$ cat config.mk
export PLATFORM = sky130hd
export DESIGN_NAME = alu_reservation_station
export DESIGN_NICKNAME = d
export VERILOG_FILES = /design/src/rtl/alu_rs_pkg.sv /design/src/rtl/rs_operand_snoop.sv /design/src/rtl/alu_reservation_station.sv
export SDC_FILE = /design/constraint.sdc
export NUM_CORES = 2
export LEC_CHECK = 0
export BUFFER_PORTS_ARGS = -buffer_cell sky130_fd_sc_hd__buf_2
export CAP_MARGIN = 20
export CORE_MARGIN = 4
export CORE_UTILIZATION = 40
export CTS_CLUSTER_SIZE = 8
export DETAILED_ROUTE_END_ITERATION = 16
export SLEW_MARGIN = 20
export SYNTH_ARGS = -nofsm -noshare
export SYNTH_HDL_FRONTEND = slang
export SYNTH_SLANG_ARGS = --single-unit
$ cat constraint.sdc
create_clock -name CLK -period 4.33 [get_ports CLK]
set_input_delay 0.6495 -clock CLK [delete_from_list [all_inputs] [get_ports CLK]]
set_output_delay 0.6495 -clock CLK [all_outputs]
set_load 0.01 [all_outputs]
$ cat src/rtl/alu_rs_pkg.sv
// Shared types and constants for the ALU reservation station.
package alu_rs_pkg;

    localparam int DATA_W    = 32;
    localparam int ALU_OP_W  = 4;
    // Tags are held at this width internally; narrower TAG_W values are zero-extended.
    localparam int TAG_MAX_W = 32;

    typedef logic [TAG_MAX_W-1:0] tag_t;

    // One reservation-station entry: op payload plus per-operand wakeup state.
    typedef struct packed {
        logic                valid;
        logic [ALU_OP_W-1:0] op;
        logic [DATA_W-1:0]   a_val;
        logic [DATA_W-1:0]   b_val;
        tag_t                a_tag;
        tag_t                b_tag;
        logic                a_rdy;
        logic                b_rdy;
        tag_t                dest;
        logic                regwrite;
    } rs_entry_t;

    // An entry may be dispatched once it is occupied and both operands are present.
    function automatic logic entry_ready(input rs_entry_t e);
        return e.valid && e.a_rdy && e.b_rdy;
    endfunction

endpackage

$ cat src/rtl/rs_operand_snoop.sv
// Tag compare of one pending operand against both result buses; bus 0 has priority.
module rs_operand_snoop
    import alu_rs_pkg::*;
(
    input  logic              i_wait,
    input  tag_t              i_tag,
    input  tag_t              i_b0_dest,
    input  logic [DATA_W-1:0] i_b0_data,
    input  logic              i_b0_we,
    input  tag_t              i_b1_dest,
    input  logic [DATA_W-1:0] i_b1_data,
    input  logic              i_b1_we,
    output logic              o_cap,
    output logic [DATA_W-1:0] o_data
);

    logic w_hit0;
    logic w_hit1;

    assign w_hit0 = i_wait && i_b0_we && (i_tag == i_b0_dest);
    assign w_hit1 = i_wait && i_b1_we && (i_tag == i_b1_dest);
    assign o_cap  = w_hit0 || w_hit1;
    assign o_data = w_hit0 ? i_b0_data : i_b1_data;

endmodule

$ cat src/rtl/alu_reservation_station.sv
// Reservation station for one ALU lane: collapsing queue with result-bus wakeup
// and a registered dispatch slot. Entry 0 is always the oldest op.
module alu_reservation_station
    import alu_rs_pkg::*;
#(
    parameter int DEPTH = 4,
    parameter int TAG_W = 32,
    parameter int CNT_W = $clog2(DEPTH + 1)
) (
    input  logic                CLK,
    input  logic                Reset,
    input  logic                Flush,
    input  logic                IValid,
    input  logic [ALU_OP_W-1:0] IALUControl,
    input  logic [DATA_W-1:0]   ISrcA,
    input  logic [DATA_W-1:0]   ISrcB,
    input  logic [TAG_W-1:0]    ITagA,
    input  logic [TAG_W-1:0]    ITagB,
    input  logic                IRdyA,
    input  logic                IRdyB,
    input  logic [TAG_W-1:0]    IDest,
    input  logic                IRegWrite,
    output logic                IFull,
    output logic [CNT_W-1:0]    Count,
    input  logic [TAG_W-1:0]    B0Dest,
    input  logic [DATA_W-1:0]   B0Data,
    input  logic                B0RegWrite,
    input  logic [TAG_W-1:0]    B1Dest,
    input  logic [DATA_W-1:0]   B1Data,
    input  logic                B1RegWrite,
    output logic                DValid,
    input  logic                DReady,
    output logic [ALU_OP_W-1:0] DALUControl,
    output logic [DATA_W-1:0]   DSrcA,
    output logic [DATA_W-1:0]   DSrcB,
    output logic [TAG_W-1:0]    DDest,
    output logic                DRegWrite
);

    localparam int IDX_W = $clog2(DEPTH);

    // Handshake: the slot presents an op while DValid=1; it is consumed on a rising
    // edge where DValid=1 and DReady=1, and holds every D* value stable otherwise.
    // Issue side has no ready: an op is taken when IValid=1 and IFull=0, else dropped.

    rs_entry_t            r_q [DEPTH];
    logic [CNT_W-1:0]     r_count;
    logic                 r_full;
    logic                 r_dvalid;
    logic [ALU_OP_W-1:0]  r_d_op;
    logic [DATA_W-1:0]    r_d_a;
    logic [DATA_W-1:0]    r_d_b;
    logic [TAG_W-1:0]     r_d_dest;
    logic                 r_d_rw;

    tag_t                 w_b0_dest;
    tag_t                 w_b1_dest;
    logic [DEPTH-1:0]     w_cap_a;
    logic [DEPTH-1:0]     w_cap_b;
    logic [DATA_W-1:0]    w_dat_a [DEPTH];
    logic [DATA_W-1:0]    w_dat_b [DEPTH];
    logic                 w_iss_cap_a;
    logic                 w_iss_cap_b;
    logic [DATA_W-1:0]    w_iss_dat_a;
    logic [DATA_W-1:0]    w_iss_dat_b;
    rs_entry_t            w_snoop [DEPTH+1];
    rs_entry_t            w_issue;
    rs_entry_t            w_next [DEPTH];
    logic                 w_sel_found;
    logic [IDX_W-1:0]     w_sel_idx;
    logic                 w_load;
    logic                 w_accept;
    logic [CNT_W-1:0]     w_cnt_rem;
    logic [CNT_W-1:0]     w_cnt_next;

    assign w_b0_dest = tag_t'(B0Dest);
    assign w_b1_dest = tag_t'(B1Dest);

    // Wakeup comparators for every stored operand.
    for (genvar g = 0; g < DEPTH; g++) begin : g_entry_snoop
        rs_operand_snoop u_snoop_a (
            .i_wait    (r_q[g].valid && !r_q[g].a_rdy),
            .i_tag     (r_q[g].a_tag),
            .i_b0_dest (w_b0_dest),
            .i_b0_data (B0Data),
            .i_b0_we   (B0RegWrite),
            .i_b1_dest (w_b1_dest),
            .i_b1_data (B1Data),
            .i_b1_we   (B1RegWrite),
            .o_cap     (w_cap_a[g]),
            .o_data    (w_dat_a[g])
        );
        rs_operand_snoop u_snoop_b (
            .i_wait    (r_q[g].valid && !r_q[g].b_rdy),
            .i_tag     (r_q[g].b_tag),
            .i_b0_dest (w_b0_dest),
            .i_b0_data (B0Data),
            .i_b0_we   (B0RegWrite),
            .i_b1_dest (w_b1_dest),
            .i_b1_data (B1Data),
            .i_b1_we   (B1RegWrite),
            .o_cap     (w_cap_b[g]),
            .o_data    (w_dat_b[g])
        );
    end

    // Incoming issue operands see the same broadcasts as stored entries.
    rs_operand_snoop u_snoop_issue_a (
        .i_wait    (!IRdyA),
        .i_tag     (tag_t'(ITagA)),
        .i_b0_dest (w_b0_dest),
        .i_b0_data (B0Data),
        .i_b0_we   (B0RegWrite),
        .i_b1_dest (w_b1_dest),
        .i_b1_data (B1Data),
        .i_b1_we   (B1RegWrite),
        .o_cap     (w_iss_cap_a),
        .o_data    (w_iss_dat_a)
    );
    rs_operand_snoop u_snoop_issue_b (
        .i_wait    (!IRdyB),
        .i_tag     (tag_t'(ITagB)),
        .i_b0_dest (w_b0_dest),
        .i_b0_data (B0Data),
        .i_b0_we   (B0RegWrite),
        .i_b1_dest (w_b1_dest),
        .i_b1_data (B1Data),
        .i_b1_we   (B1RegWrite),
        .o_cap     (w_iss_cap_b),
        .o_data    (w_iss_dat_b)
    );

    // Apply this cycle's captures to the stored entries; the extra top slot feeds the collapse.
    always_comb begin
        for (int i = 0; i < DEPTH; i++) begin
            w_snoop[i] = r_q[i];
            if (w_cap_a[i]) begin
                w_snoop[i].a_val = w_dat_a[i];
                w_snoop[i].a_rdy = 1'b1;
            end
            if (w_cap_b[i]) begin
                w_snoop[i].b_val = w_dat_b[i];
                w_snoop[i].b_rdy = 1'b1;
            end
        end
        w_snoop[DEPTH] = '0;
    end

    // Build the entry that an accepted issue writes, with same-cycle captures folded in.
    always_comb begin
        w_issue          = '0;
        w_issue.valid    = 1'b1;
        w_issue.op       = IALUControl;
        w_issue.a_val    = w_iss_cap_a ? w_iss_dat_a : ISrcA;
        w_issue.b_val    = w_iss_cap_b ? w_iss_dat_b : ISrcB;
        w_issue.a_tag    = tag_t'(ITagA);
        w_issue.b_tag    = tag_t'(ITagB);
        w_issue.a_rdy    = IRdyA || w_iss_cap_a;
        w_issue.b_rdy    = IRdyB || w_iss_cap_b;
        w_issue.dest     = tag_t'(IDest);
        w_issue.regwrite = IRegWrite;
    end

    // Oldest entry whose registered ready bits are both set.
    always_comb begin
        w_sel_found = 1'b0;
        w_sel_idx   = '0;
        for (int i = DEPTH - 1; i >= 0; i--) begin
            if (entry_ready(r_q[i])) begin
                w_sel_found = 1'b1;
                w_sel_idx   = IDX_W'(i);
            end
        end
    end

    assign w_load     = w_sel_found && (!r_dvalid || DReady);
    assign w_accept   = IValid && !r_full;
    assign w_cnt_rem  = r_count - CNT_W'(w_load);
    assign w_cnt_next = w_cnt_rem + CNT_W'(w_accept);

    // Collapse over the removed entry, then append the new op at the first free index.
    always_comb begin
        for (int i = 0; i < DEPTH; i++) begin
            if (w_load && (i >= int'(w_sel_idx))) begin
                w_next[i] = w_snoop[i+1];
            end else begin
                w_next[i] = w_snoop[i];
            end
            if (w_accept && (CNT_W'(i) == w_cnt_rem)) begin
                w_next[i] = w_issue;
            end
        end
    end

    // Queue storage and occupancy state.
    always_ff @(posedge CLK) begin
        if (!Reset || Flush) begin
            for (int i = 0; i < DEPTH; i++) begin
                r_q[i] <= '0;
            end
            r_count <= '0;
            r_full  <= 1'b0;
        end else begin
            for (int i = 0; i < DEPTH; i++) begin
                r_q[i] <= w_next[i];
            end
            r_count <= w_cnt_next;
            r_full  <= (w_cnt_next == CNT_W'(DEPTH));
        end
    end

    // Dispatch slot: load the selected entry when free or being consumed, else hold.
    always_ff @(posedge CLK) begin
        if (!Reset || Flush) begin
            r_dvalid <= 1'b0;
            r_d_op   <= '0;
            r_d_a    <= '0;
            r_d_b    <= '0;
            r_d_dest <= '0;
            r_d_rw   <= 1'b0;
        end else if (w_load) begin
            r_dvalid <= 1'b1;
            r_d_op   <= r_q[w_sel_idx].op;
            r_d_a    <= r_q[w_sel_idx].a_val;
            r_d_b    <= r_q[w_sel_idx].b_val;
            r_d_dest <= r_q[w_sel_idx].dest[TAG_W-1:0];
            r_d_rw   <= r_q[w_sel_idx].regwrite;
        end else if (DReady) begin
            r_dvalid <= 1'b0;
        end
    end

    assign IFull       = r_full;
    assign Count       = r_count;
    assign DValid      = r_dvalid;
    assign DALUControl = r_d_op;
    assign DSrcA       = r_d_a;
    assign DSrcB       = r_d_b;
    assign DDest       = r_d_dest;
    assign DRegWrite   = r_d_rw;

endmodule

# Word-level counts from Yosys, hierarchy flattened
# Memory sizes are Yosys's and may differ from the RTL's. A register that Yosys moved wholly into a read port is not among the register bits.
# Cells that the tools add are included.
# Widths: inputs -> output; s select.
# totals
ff_bits,5
ram_bits,672
input_bits,302
output_inout_bits,106
word_cells,184
n_memories,1
# op_classes
addsub,2
magnitude_cmp,3
n_eq_ne,24
muxes,53
bitwise,4
reduce_logical,94
# memory_table
name,depth,word_bits,read_ports,rd_ports_with_merged_regs,wr,line,source
r_q,4,168,5,1,4,alu_reservation_station.sv:46,rs_entry_t r_q [DEPTH];
# ops
cell,count
$mux 168,12
$eq 32x32->1,20
$mux 32,20
$logic_and 1x1->1,65
$mux 1,17
$logic_or 1x1->1,14
$logic_not 1->1,13
$mux 2,4
$eq 2x3->1 const A,2
$ge 1x2->1 const A,2
$or 1x1->1,4
$add 3x1->3,1
$eq 1x3->1 const A,1
$eq 3x3->1 const B,1
$logic_not 3->1,1
$sub 3x1->3,1
$ge 2x2->1 const A,1
$reduce_bool 2->1,1

# Longest topological paths before layout
# An unclocked memory read counts as a cell.
# depth
word_depth,13
mapped_depth,17
mapped_depth_nobuf,15

# Cells and area by module
# From an unflattened synthesis, not the netlist that was laid out.
# unflattened
hier_cells,5924
hier_area_um2,49337.3
# by_module_without_submodules
module,instances,cells_per_inst,area_per_inst_um2,seq_area_each_um2
alu_reservation_station,1,4664,38039.0,15574.9
rs_operand_snoop,10,126,1129.8,0.0

# Least setup slack after synthesis
# Ideal clock, no wire load.
# synth_timing
kind,reg-to-reg
startpoint,mem r_q[0][33] (netlist name)
endpoint,mem r_q[3][60] (netlist name)
setup_ns,0.065
t_arrival_ns,3.428
required_ns,4.265
path_slack_ns,0.837
stages_incl_launch_ff,17
n_path_buf,3
period_less_slack_ns,3.493
path_cell_list,dfxtp_1 and3_1 a31oi_1 nand2_1 nand2_1 inv_1 ha_1 ha_1 xor2_1 nor3b_1 and2_1 nor2b_1 clkbuf_1 clkbuf_1 clkbuf_1 a22oi_1 nor2_1
# synth_rtl
item,line
start: declaration,alu_reservation_station.sv:46

==> results_dict.tcl <==
set metrics [dict create \
    tns_ns 0 \
    antenna_found_initial 23 \
    setup_viol 0 \
    fmax_ghz 0.2505 \
    ys_types 66 \
    core_sq_um 120000 \
    synth-adder-area-share 0.0007756 \
    relSlewSlack 0.2225 \
    grt_pass1_vias 47110 \
    power_mw 17.42 \
    grt_max_degree 194 \
    holdCritPathClass "in -> reg" \
    worst_slew_pin_slew_ns 1.166 \
    critPathKind "reg -> reg" \
    vias_per_cell 6.405 \
    synth_enable_flop_cells 0 \
    netlist_area_sq_um 48400 \
    portBuffers 407 \
    cts_setup_buffers 0 \
    cap_violations 0 \
    io_pins 408 \
    clock_latency_ns 0.75 \
    synth_top_family_by_area "compound AO/OA/AOI/OAI gates" \
    final_common_cell "nand2_1" \
    synth_area_per_cell_sq_um 7.617 \
    synth-warning-count 0 \
    gp_congestion 1.029 \
    wl_per_cell_um 29.19 \
    synth_xor_area_frac 0.1153 \
    first_iter_violations 7010 \
    syn_to_final_growth_pct 12.78 \
    finClkSkew_ns 0.06466 \
    timing.final.hold_violations 0 \
    placed_cell_area_sq_um 51630 \
    cts_buffers 108 \
    track_usage 0.3495 \
    fp-row-count 127 \
    hpwl_um 152500 \
    ant_nets 0 \
    p_per_area_nw_per_um2 319.2 \
    final_layout_size_suffix_gt1_frac 0.1308 \
    fin_crit_ns 3.993 \
    drt_wl_total_um 232800 \
    grt_pass1_wl_um 331400 \
    postCtsHoldBufs 0 \
    peakVddDrop_mv 0.3352 \
    critPathLaunchType "register" \
    synth_cells 6354 \
    rsz0062_at_grt "false" \
    chipWidth_um 355.8 \
    start_util 0.4034 \
    required_ns 4.92 \
    worstPathArrival_ns 4.59 \
    cts-root-buf "clkbuf_16" \
    grt.overflow.total 0 \
    postSynth.asyncResetShare 0 \
    synth_nets 6659 \
    critPathMaxFanout 139 \
    leakagePower_nw 18.75 \
    slew_viol_final 0 \
    synth.area.mux_share 0.07746 \
    postCtsResizedCells 0 \
    synth-compound-area-share 0.2196 \
    ys_seq_area_frac 0.3218 \
    dr_total_vias 51080 \
    htreeDepth 3 \
    drc 0 \
    clk_pin_slew_ns 0.05 \
    ys_ff_latch 778 \
    critPathCaptureType "register" \
    design_area_sq_um 54580 \
    cts_max_path_buffers 3 \
    finalCritPeriodShare 0.9221 \
    synth_flop_cell "dfxtp_1" \
    outcome "finished, final reports clean" \
    final_cell_mix "nand2_1, nor2_1, dfxtp_1, a21oi_1, buf_2" \
    firstDrtPassIters 7 \
    hold-worst-slack_ns 0.2277 \
    yosys.area_share.simple 0.2072 \
    die_h_um 355.8 \
    cts_tree "built" \
    fp.dieArea_sq_um 126600 \
    nets 6636 \
    clock_sinks 778 \
]
## final timing paths
path,slack [ns],depth (start not counted),to,from
setup / recovery,0.34,15,r_q[3][66],r_q[2][33]
hold / removal,0.23,3,r_q[3][11],IDest[10]
setup reg to reg,0.34,15,r_q[3][66],r_q[2][33]
hold reg to reg,0.45,2,r_q[0][146],r_q[0][146]
## registers in the layout (all words and copies together) (netlist names)
register,cells
Count,3
DALUControl,4
DDest,32
DRegWrite,1
DSrcA,32
DSrcB,32
DValid,1
IFull,1
r_q,672
## Yosys cell counts, types with 9 or more instances
cell type	n	area [sq um]
xnor2_1	352	3083
nor2_1	855	3209
a22oi_1	139	1044
nand2b_1	12	75.07
mux2_1	14	157.7
dfxtp_1	778	15570
nand2_1	966	3626
o21ai_1	10	50.05
nor3_1	50	250.2
o211ai_1	45	337.8
nor4_1	101	631.9
a31oi_1	24	150.1
o22ai_1	64	400.4
nand4_1	113	706.9
nor2b_1	26	162.7
o21ai_0	144	720.7
buf_2	65	325.3
a21oi_1	421	2107
a221oi_1	28	245.2
mux2_2	102	1149
o2111ai_1	9	78.83
xor2_1	285	2496
clkbuf_1	590	2215
nand4b_1	13	113.9
o2bb2a_1	15	150.1
mux2i_1	244	2442
a2bb2oi_1	17	148.9
inv_1	15	56.30
buf_1	48	180.2
a311oi_1	404	3538
or4_1	10	75.07
and2_1	106	663.1
o221ai_1	50	437.9
nand3_1	38	190.2
a2111o_1	9	101.4
a211oi_1	116	870.8
## critical path: stages (launching register included)
cell and delay (ns):
dfxtp_1 0.38, nand3_1 0.25, and2_1 0.28, nand2_1 0.12, nand2_4 0.07, inv_1 0.07, ha_1 0.19, ha_1 0.18
xor2_1 0.18, nor3b_1 0.60, and2_1 0.31, nor2b_4 0.29, nor2_4 0.06, buf_12 0.29, a22oi_1 0.34, nor2_1 0.06
## through the flow
| step | instances | setup slack, ns | utilization |
|---|---|---|---|
| after global routing | 7963 | 0.1719 | 0.4547 |
| final | 7975 | 0.3375 | 0.4550 |
| after global placement | 7832 | 0.4472 | 0.4301 |
| after floorplan | 6354 | 0.8372 | - |
| after CTS | 7957 | 0.3920 | 0.4546 |
| after detailed placement | 7833 | 0.3733 | 0.4303 |
## layout make-up
class | instances | area, sq um
timing repair buffer | 573 | 3766
clock buffer | 119 | 2806
inverter | 15 | 56.30
antenna | 18 | 45.04
multi-input combinational | 4855 | 30210
fill | 12020 | 65390
clock inverter | 5 | 101.3
sequential | 778 | 15570
tap | 1612 | 2017
## cells by family after synthesis
kind of cell	after synthesis
fa+ha+maj	3
xor+xnor	637
mux	360
buf+inv	721
simple gates	2331
flops	778
compound gates	1524
## report_power, final
group	internal [mW]	switching [mW]	total [mW]
Clock	4.50	3.41	7.91
Sequential	7.27	0.109	7.38
Combinational	0.666	1.47	2.13
Total	12.4	4.98	17.4
## metal layers
| layer | track usage | vias up | wire length, um |
|---|---|---|---|
| li1 | - | 22490 | - |
| met1 | 0.4586 | 24370 | 91180 |
| met2 | 0.5127 | 3504 | 96960 |
| met3 | 0.09981 | 700 | 29880 |
| met4 | 0.1986 | 12 | 14670 |
| met5 | 0 | - | 80 |
Power figures use the tool's default switching activity.
